### src/rtl/cpu_pkg.sv
// Shared CPU definitions used by the decode, fetch and RAM-write stages.
//   - opcode encodings of the four instructions
//   - MMU geometry (page size, hop limit) and address/segment widths
//   - state encoding of the stage-3 RAM writer
package cpu_pkg;

    localparam logic [1:0] OPCODE_JMP     = 2'd0;
    localparam logic [1:0] OPCODE_RAM2REG = 2'd1;
    localparam logic [1:0] OPCODE_REG2RAM = 2'd2;
    localparam logic [1:0] OPCODE_NUM2REG = 2'd3;

    localparam int CPU_ADDR_W    = 10;
    localparam int CPU_SEG_W     = 12;
    localparam int RAM_SIZE      = 1 << CPU_ADDR_W;
    localparam int MMU_PAGE_SIZE = 151;
    localparam int MMU_MAX_HOPS  = 16;

    typedef enum logic [2:0] {
        IDLE,
        XLATE,
        WALK,
        WRITE,
        FAULT
    } writer_state_t;

endpackage

### src/rtl/stage3_ram_writer_mmu_walker.sv
// mmu_walker: one-hop-per-cycle walk along the MMU segment chain.
//   load        : start a walk; first segment is tbl_chain of the start segment
//   active      : a walk cycle; table is read at index cur by the parent
//   seg         : logical segment being searched for
//   tbl_chain   : chain entry of segment cur (combinational table read)
//   tbl_logical : logical page number of segment cur
//   cur         : segment currently examined (parent drives it as table index)
//   hit         : segment cur holds the wanted logical page
//   chain_fault : chain ended (self link) or hop limit reached without a hit
module mmu_walker
    import cpu_pkg::*;
#(
    parameter int SEG_W    = CPU_SEG_W,
    parameter int MAX_HOPS = MMU_MAX_HOPS
) (
    input  logic             clk,
    input  logic             rst,
    input  logic             load,
    input  logic             active,
    input  logic [SEG_W-1:0] seg,
    input  logic [SEG_W-1:0] tbl_chain,
    input  logic [SEG_W-1:0] tbl_logical,
    output logic [SEG_W-1:0] cur,
    output logic             hit,
    output logic             chain_fault
);

    localparam int HOP_W = $clog2(MAX_HOPS + 1);

    logic [HOP_W-1:0] hops;

    // A hit wins over the end-of-chain / hop-limit tests on the same cycle.
    assign hit         = (tbl_logical == seg);
    assign chain_fault = !hit && ((tbl_chain == cur) || (hops == HOP_W'(MAX_HOPS)));

    always_ff @(posedge clk or negedge rst) begin
        if (!rst) begin
            cur  <= '0;
            hops <= '0;
        end else if (load) begin
            cur  <= tbl_chain;
            hops <= '0;
        end else if (active && !hit && !chain_fault) begin
            cur  <= tbl_chain;
            hops <= hops + 1'b1;
        end
    end

endmodule

### src/rtl/stage3_ram_writer.sv
// stage3_ram_writer: executes REG2RAM stores. Each byte of the store is
// translated through the MMU (page 0 maps straight to start_segment, other
// pages are found by walking the segment chain) and written through RAM port A.
//   req_valid/req_ready      : request handshake, one store in flight
//   req_addr/req_data/req_two: logical address, value, 2-byte flag
//   start_segment            : physical segment of the process's page 0
//   tbl_index/tbl_chain/tbl_logical : combinational MMU table read
//   ram_ena/ram_wea/ram_addra/ram_dia : RAM port A write
//   busy, done (pulse), fault (pulse) : status
module stage3_ram_writer
    import cpu_pkg::*;
#(
    parameter int ADDR_W    = CPU_ADDR_W,
    parameter int SEG_W     = CPU_SEG_W,
    parameter int PAGE_SIZE = MMU_PAGE_SIZE,
    parameter int MAX_HOPS  = MMU_MAX_HOPS
) (
    input  logic              clk,
    input  logic              rst,
    input  logic              req_valid,
    output logic              req_ready,
    input  logic [ADDR_W-1:0] req_addr,
    input  logic [15:0]       req_data,
    input  logic              req_two,
    input  logic [SEG_W-1:0]  start_segment,
    output logic [SEG_W-1:0]  tbl_index,
    input  logic [SEG_W-1:0]  tbl_chain,
    input  logic [SEG_W-1:0]  tbl_logical,
    output logic              ram_ena,
    output logic              ram_wea,
    output logic [ADDR_W-1:0] ram_addra,
    output logic [7:0]        ram_dia,
    output logic              busy,
    output logic              done,
    output logic              fault
);

    localparam int                PHYS_W = SEG_W + ADDR_W;
    localparam logic [ADDR_W-1:0] PAGE_A = ADDR_W'(PAGE_SIZE);

    // Physical address is formed wide enough that no segment index can wrap it.
    function automatic logic [PHYS_W-1:0] to_phys(input logic [SEG_W-1:0]  pseg,
                                                  input logic [ADDR_W-1:0] off);
        return PHYS_W'(pseg) * PHYS_W'(PAGE_SIZE) + PHYS_W'(off);
    endfunction

    function automatic logic in_ram(input logic [PHYS_W-1:0] pa);
        return (pa[PHYS_W-1:ADDR_W] == '0);
    endfunction

    writer_state_t     state, state_d;

    logic [ADDR_W-1:0] addr_q;
    logic [SEG_W-1:0]  start_q;
    logic [7:0]        byte_q;
    logic [7:0]        byte2_q;
    logic              two_q;

    logic              accept, ld_write, advance, finish;
    logic              walk_load, walk_active;
    logic [SEG_W-1:0]  walk_cur;
    logic              walk_hit, walk_fault;

    logic [ADDR_W-1:0] seg_a, off_a;
    logic [SEG_W-1:0]  phys_seg;
    logic [PHYS_W-1:0] phys;
    logic              phys_ok;
    logic              done_q;

    assign seg_a    = addr_q / PAGE_A;
    assign off_a    = addr_q % PAGE_A;
    assign phys_seg = (state == WALK) ? walk_cur : start_q;
    assign phys     = to_phys(phys_seg, off_a);
    assign phys_ok  = in_ram(phys);

    mmu_walker #(
        .SEG_W    (SEG_W),
        .MAX_HOPS (MAX_HOPS)
    ) u_walker (
        .clk         (clk),
        .rst         (rst),
        .load        (walk_load),
        .active      (walk_active),
        .seg         (SEG_W'(seg_a)),
        .tbl_chain   (tbl_chain),
        .tbl_logical (tbl_logical),
        .cur         (walk_cur),
        .hit         (walk_hit),
        .chain_fault (walk_fault)
    );

    always_comb begin
        state_d     = state;
        accept      = 1'b0;
        ld_write    = 1'b0;
        advance     = 1'b0;
        finish      = 1'b0;
        walk_load   = 1'b0;
        walk_active = 1'b0;
        tbl_index   = '0;
        case (state)
            IDLE: begin
                if (req_valid) begin
                    accept  = 1'b1;
                    state_d = XLATE;
                end
            end
            XLATE: begin
                if (seg_a == '0) begin
                    if (phys_ok) begin
                        ld_write = 1'b1;
                        state_d  = WRITE;
                    end else begin
                        state_d = FAULT;
                    end
                end else begin
                    // Read the start segment's chain link to seed the walk.
                    tbl_index = start_q;
                    walk_load = 1'b1;
                    state_d   = WALK;
                end
            end
            WALK: begin
                tbl_index   = walk_cur;
                walk_active = 1'b1;
                if (walk_hit) begin
                    if (phys_ok) begin
                        ld_write = 1'b1;
                        state_d  = WRITE;
                    end else begin
                        state_d = FAULT;
                    end
                end else if (walk_fault) begin
                    state_d = FAULT;
                end
            end
            WRITE: begin
                if (two_q) begin
                    // Second byte is translated on its own; it may sit on another page.
                    advance = 1'b1;
                    state_d = XLATE;
                end else begin
                    finish  = 1'b1;
                    state_d = IDLE;
                end
            end
            FAULT: begin
                state_d = IDLE;
            end
            default: begin
                state_d = IDLE;
            end
        endcase
    end

    always_ff @(posedge clk or negedge rst) begin
        if (!rst) begin
            state     <= IDLE;
            done_q    <= 1'b0;
            ram_addra <= '0;
            ram_dia   <= '0;
        end else begin
            state  <= state_d;
            done_q <= finish;
            if (ld_write) begin
                ram_addra <= phys[ADDR_W-1:0];
                ram_dia   <= byte_q;
            end
        end
    end

    // Request payload; only meaningful while a store is in flight.
    always_ff @(posedge clk) begin
        if (accept) begin
            addr_q  <= req_addr;
            start_q <= start_segment;
            two_q   <= req_two;
            byte_q  <= req_two ? req_data[15:8] : req_data[7:0];
            byte2_q <= req_data[7:0];
        end else if (advance) begin
            addr_q <= addr_q + 1'b1;
            byte_q <= byte2_q;
            two_q  <= 1'b0;
        end
    end

    assign req_ready = (state == IDLE);
    assign busy      = (state != IDLE);
    assign ram_wea   = (state == WRITE);
    assign ram_ena   = (state == WRITE);
    assign fault     = (state == FAULT);
    assign done      = done_q;

endmodule

### config.mk
export PLATFORM = sky130hd
export DESIGN_NAME = stage3_ram_writer
export DESIGN_NICKNAME = d
export VERILOG_FILES = /design/src/rtl/cpu_pkg.sv /design/src/rtl/stage3_ram_writer_mmu_walker.sv /design/src/rtl/stage3_ram_writer.sv
export SDC_FILE = /design/constraint.sdc
export NUM_CORES = 1
export LEC_CHECK = 0
export CAP_MARGIN = 20
export CORE_MARGIN = 2
export CORE_UTILIZATION = 41
export DETAILED_ROUTE_END_ITERATION = 10
export PLACE_DENSITY = 0.7
export SYNTH_ARGS = -nofsm -noshare
export SYNTH_HDL_FRONTEND = slang
export SYNTH_HIERARCHICAL = 1
export SYNTH_SLANG_ARGS = --single-unit
### constraint.sdc
create_clock -name clk -period 22.5 [get_ports clk]
set_input_delay 2.25 -clock clk [delete_from_list [all_inputs] [get_ports clk]]
set_output_delay 2.25 -clock clk [all_outputs]
set_load 0.01 [all_outputs]
* After elaboration in Yosys (flattened, before gate mapping)
Index checks and enable logic that the tools add are counted.
Cells by class: eq/ne operators 9, div/mod/pow operators 2, muxes and demuxes 34, $add $sub $neg 3, reduce and logical (&&, ||, !) cells 13, $mul 1
Operators with widths (count):
- 12-bit 2-to-1 mux | 4
- 8-bit 2-to-1 mux | 3
- 12-bit case mux with 2 select lines | 1
- 20-bit by 10-bit adder with 21-bit output | 1
- 12-bit by 8-bit multiplier with 20-bit output, second input constant | 1
- 10-bit 2-to-1 mux | 2
- 1-bit 2-to-1 mux | 15
- 3-bit 2-to-1 mux | 5
- 12-bit by 10-bit == test with 1-bit output | 1
- 12-bit == test | 1
- 12-bit logical NOT | 1
- 3-bit case mux with 4 select lines | 1
- 10-bit by 1-bit adder with 10-bit output, second input constant | 1
- 10-bit by 8-bit divider with 10-bit output, second input constant | 1
- 10-bit logical NOT | 1
- 10-bit by 8-bit remainder unit with 10-bit output, second input constant | 1
- 5-bit 2-to-1 mux | 2
- 3-bit by 2-bit == test with 1-bit output, second input constant | 2
- 5-bit by 1-bit adder with 5-bit output, second input constant | 1
- 5-bit == test, second input constant | 1
- 2-bit nonzero test | 2
- 3-bit by 1-bit == test with 1-bit output, second input constant | 1
- 3-bit == test, second input constant | 1
- 1-bit logical AND | 3
- other kinds (8) | 9
Storage, ports and cells: logic and storage cells 73, bits in registers 78, output and inout bits 36, bits of input ports 66

* Longest topological paths before layout
depth in word-level cells 8, mapped depth 40, gate-level depth less buffers 36

* By module
The synthesis kept the hierarchy.
By module, submodules not included:
- stage3_ram_writer | cells an instance 654, sequential area each 1721.7 µm², area an instance 6404.9 µm², times used 1
- mmu_walker | cells an instance 89, sequential area each 425.4 µm², area an instance 1082.3 µm², times used 1

* Worst setup path after synthesis
OpenSTA, ideal clock, no wires.
path kind register to register, start point register addr_q[2], end point register ram_dia[2], cell stages (with the launch flop) 38, clock period less this slack 8505 ps, data required time 22362 ps, slack 13995 ps, library setup time 138 ps, data arrival time 8367 ps, buffers on the path 4, cells stage by stage edfxtp_1 ha_1 buf_2 and3_2 o21ai_4 xnor2_1 ha_1 nand3_1 a21oi_1 a311o_4 o211a_4 nor2_4 xnor2_1 ha_1 o31a_1 a22oi_2 nor3_2 clkbuf_1 (+2 left out) fa_1 fa_1 ha_1 inv_1 fa_1 inv_1 ha_1 nor2b_1 o21ai_0 a21oi_1 o21ai_0 nand2b_1 or4_1 a21oi_1 buf_2 clkbuf_1 mux2i_1 o211ai_1
On the way: longest elaborated chain between the ends 6, elaborated cells between the ends (all ways) 10, those cells by class 1 x add/sub; 2 x div; 1 x eq/ne; 4 x mux; 2 x reduce/logical
Ends and longest elaborated chain:
- from (decl) | RTL line stage3_ram_writer.sv:53 | logic [ADDR_W-1:0] addr_q;
- from (signal assigned) | RTL line stage3_ram_writer.sv:175 | addr_q <= req_addr;
- from (signal assigned) | RTL line stage3_ram_writer.sv:181 | addr_q <= addr_q + 1'b1;
- 10-bit by 8-bit remainder unit with 10-bit output | RTL line stage3_ram_writer.sv:71 | assign off_a = addr_q % PAGE_A;
- 20-bit by 10-bit adder with 21-bit output | RTL line stage3_ram_writer.sv:44 | return PHYS_W'(pseg) * PHYS_W'(PAGE_SIZE) + PHYS_W'(off);
- 12-bit logical NOT | RTL line stage3_ram_writer.sv:48 | return (pa[PHYS_W-1:ADDR_W] == '0);
- 1-bit 2-to-1 mux | RTL line stage3_ram_writer.sv:110, stage3_ram_writer.sv:127
- 1-bit 2-to-1 mux (on tied branches) | RTL line stage3_ram_writer.sv:126, stage3_ram_writer.sv:109
- 1-bit case mux with 2 select lines * | RTL line stage3_ram_writer.sv:101 | case (state)
- to (signal assigned) | RTL line stage3_ram_writer.sv:167 | ram_dia <= byte_q;
- to (decl) | RTL line stage3_ram_writer.sv:32 | output logic [7:0] ram_dia,
Mark *: on every way between the ends. The rest lies on a longest branch, timed or not. A chain may end at the register's enable or synchronous reset.

* Worst setup path in the final report
start point register addr_q[2], end point register ram_addra[7]
On the way: longest elaborated chain between the ends 6, elaborated cells between the ends (all ways) 10, those cells by class 1 x add/sub; 2 x div; 1 x eq/ne; 4 x mux; 2 x reduce/logical
Ends and longest elaborated chain:
- 10-bit by 8-bit remainder unit with 10-bit output | RTL line stage3_ram_writer.sv:71
- 20-bit by 10-bit adder with 21-bit output | RTL line stage3_ram_writer.sv:44
- 12-bit logical NOT | RTL line stage3_ram_writer.sv:48
- 1-bit 2-to-1 mux | RTL line stage3_ram_writer.sv:110, stage3_ram_writer.sv:127
- 1-bit 2-to-1 mux (on tied branches) | RTL line stage3_ram_writer.sv:126, stage3_ram_writer.sv:109
- 1-bit case mux with 2 select lines | RTL line stage3_ram_writer.sv:101
- to (signal assigned) | RTL line stage3_ram_writer.sv:166 | ram_addra <= phys[ADDR_W-1:0];
- to (decl) | RTL line stage3_ram_writer.sv:31 | output logic [ADDR_W-1:0] ram_addra,
Parallel ways exist; a longest one is shown, timed or not.

==> summary.txt <==
Timing
  • # setup viols final: 0
  • Final worst slack: around 13 ns
  • Min Clock Period, post-route: 9.09 ns
  • Worst slew pin tran: 1.05 ns
  • Fin. Hold Viols: 0
  • Max Clk Rate: 110 MHz
  • RSZ-0062 raised after global routing: no
  • Max-slew violation count: 0
  • Final setup TNS: 0 ns
  • Final Cycle Share: 0.404
  • Slew HR: 0.302
  • Clock Skew: approximately 0.012 ns

Drt
  • WL final: about 17,000 um
  • Vias: 5,730
  • Drt first-iter violations: just over 400
  • Via density per instance: 5.38
  • Drt wl/cell: 16.0 um
  • Drt first pass iters: 5
  • # DRC: 0
  • Final ANT Viol Nets: 0

Synthesis
  • Seq/Total Area, Yosys: 0.287
  • Post-synth ARST share: 0.500
  • Post-synth EDFFs: 39
  • Main synth FF type: edfxtp_1
  • Synth cell types: 85
  • Warnings, synthesis: 6
  • Gate Count Post-Synth: 743
  • Post-Syn Area: roughly 7500 sq um
  • Number of synthesized register bits: 78
  • Syn Area/Cell: 10.1 sq um

Worst setup path
  • R2r worst-path depth: 35
  • Setup CP Type: register to register
  • CP max stage cell: edfxtp_1
  • Biggest cell delay along the critical path: roughly 0.53 ns
  • Crit path launch type: register
  • Crit-path max FO: between 40 and 50
  • Worst EP required: about 23 ns
  • Worst setup EP type: register
  • Top cell by count, worst path: ha_1
  • Crit path DAT: 9.36 ns

Global route
  • First-pass GRT wire length: 28,800 um
  • All-layer global routing usage: 0.181
  • Number of global-route vias before repair: 5,864
  • Largest net degree at the start of global routing: 57
  • Gr ovfl total: 0
  • Initial antenna violation count: 0

Cells and area
  • Commonest non-fill, non-tap cells in the layout: clkdlybuf4s50_1, inv_1, ha_1
  • Most common cell after layout, fill and taps aside: clkdlybuf4s50_1
  • Area Overhead vs Synth: 19.6%
  • Share of cells above drive strength 1: 0.0825
  • Non-Filler Instances: around 1,100
  • Fillers: 1,656
  • Antenna Cells: 0
  • Fin nets: 996

Clock tree
  • Worst-Skew Late Latency: 0.34 ns
  • Clk root buf: clkbuf_16
  • Num Clock Sinks: between 70 and 80
  • Clock Tree Buf Depth: 2
  • # H-tree levels: 3
  • Clk slew on worst S/H paths: approximately 0.070 ns
  • CTS tree: done
  • # Post-CTS Setup Buffers: 0
  • CTS buffer count: 9
  • Cts-stage hold buffer count: 0
  • CTS resizes: 0

Floorplanning
  • Initial core utilization: 0.417
  • DIE WIDTH: 139 um
  • DIE AREA: 19,400 sq um
  • I/O pin count: 102
  • Die H: between 100 and 150 um
  • Row count: 49
  • Core area: 18,000 sq um

Placement
  • DP HPWL: 12,900 um
  • Buffers on Ports: 101
  • Worst slack, placed: approximately 13 ns
  • Placed Instances: 1,048
  • GPL Wtd Cong: 0.884

Worst hold path
  • Hold path depth: 1
  • Worst hold path class: register to register

Flow run
  • Max-Cap Viols: 0

Status
  • Status: finished, final reports clean
==> cells in the mapped netlist (7+ instances only) <==
library cell | number | area, sq um
mux2_2 | 10 | 113
fa_1 | 36 | 721
nand3_1 | 26 | 130
nand2_1 | 31 | 116
mux2i_1 | 35 | 350
o21ai_0 | 22 | 110
nand4b_1 | 14 | 123
dfrtp_1 | 39 | 976
o211ai_1 | 22 | 165
edfxtp_1 | 39 | 1170
nor2_1 | 30 | 113
a21o_1 | 7 | 52.6
inv_1 | 98 | 368
ha_1 | 63 | 788
and3_1 | 15 | 93.8
mux2_4 | 10 | 150
nand4_1 | 7 | 43.8
and2_1 | 7 | 43.8
clkbuf_1 | 20 | 75.1
a22o_1 | 12 | 105
xnor2_1 | 28 | 245
xor2_1 | 20 | 175
a21oi_1 | 24 | 120
==> cell families after synthesis <==
| kind of cell | count (synthesis) | synth area share |
|---|---|---|
| DFF | 78 | 0.287 |
| muxes | 59 | 0.0879 |
| adders and majority gates | 99 | 0.202 |
| xor gates and xnor gates | 49 | 0.0583 |
| other | 1 | 0.000501 |
| buffers and inverters | 136 | 0.0779 |
| and+or+nand+nor | 179 | 0.138 |
| AOI/OAI and AO/OA | 142 | 0.149 |
==> through the flow <==
| step | cell area, sq um | utilization | hold slack, ns |
|---|---|---|---|
| floorplan | 7520 | - | 0.404 |
| global placement | 8650 | 0.481 | 0.412 |
| detailed placement | 8650 | 0.481 | 0.423 |
| CTS | 8930 | 0.497 | 0.425 |
| global route | 8950 | 0.498 | 0.439 |
| finish | 8950 | 0.498 | 0.423 |
==> final timing paths <==
check                                     from  slack (ns)                        to
max                        addr_q[2]$_DFFE_PP_       13.41  ram_addra[7]$_DFFE_PN0P_
min                        two_q$_SDFFCE_PN0P_        0.42            done$_DFF_PN0_
max reg2reg                addr_q[2]$_DFFE_PP_       13.41  ram_addra[7]$_DFFE_PN0P_
min reg2reg                two_q$_SDFFCE_PN0P_        0.42            done$_DFF_PN0_
max in group asynchronous                  rst       19.87      state[0]$_DFFE_PN0P_
min in group asynchronous                  rst        2.06  ram_addra[5]$_DFFE_PN0P_
==> critical path: cells and delay by family, from the launching register on <==
| family | cells | cell delay, ns |
|---|---|---|
| AO/OA/AOI/OAI | 11 | 2.06 |
| XOR/XNOR | 3 | 0.55 |
| adder cells (fa/ha/maj) | 8 | 2.94 |
| buffers and inverters | 4 | 0.87 |
| flip-flops | 1 | 0.53 |
| AND/OR/NAND/NOR | 9 | 2.06 |
==> routing by layer <==
layer | up-vias | share of wire | routed length (um) | global-route usage
li1 | 2812 | - | - | -
met1 | 2795 | 0.45 | 7650 | 0.237
met2 | 107 | 0.50 | 8460 | 0.308
met3 | 16 | 0.039 | 671 | 0.0366
met4 | 0 | 0.014 | 236 | 0.0478
met5 | - | 0 | 0 | 0
==> flip-flops by register name, summed over array words and instances (netlist names), 5 cells and up <==
| register | count |
|---|---|
| byte_q | 8 |
| addr_q | 10 |
| ram_addra | 10 |
| ram_dia | 8 |
| start_q | 12 |
| u_walker/hops | 5 |
| byte2_q | 8 |
| u_walker/cur | 12 |
==> final cells by class <==
class | instances | area [sq um] | share of cell area
Clock buffer | 11 | 254 | 0.0284
Multi-Input combinational cell | 537 | 4800 | 0.537
Timing Repair Buffer | 106 | 1060 | 0.118
Sequential cell | 78 | 2150 | 0.240
Tap cell | 229 | 287 | 0.0320
Inverter | 99 | 372 | 0.0415
Clock inverter | 5 | 32.5 | 0.00363
Power is left out: the tool's default activity adds up to more than one toggle a clock period on the data nets, which glitch-free logic cannot reach.
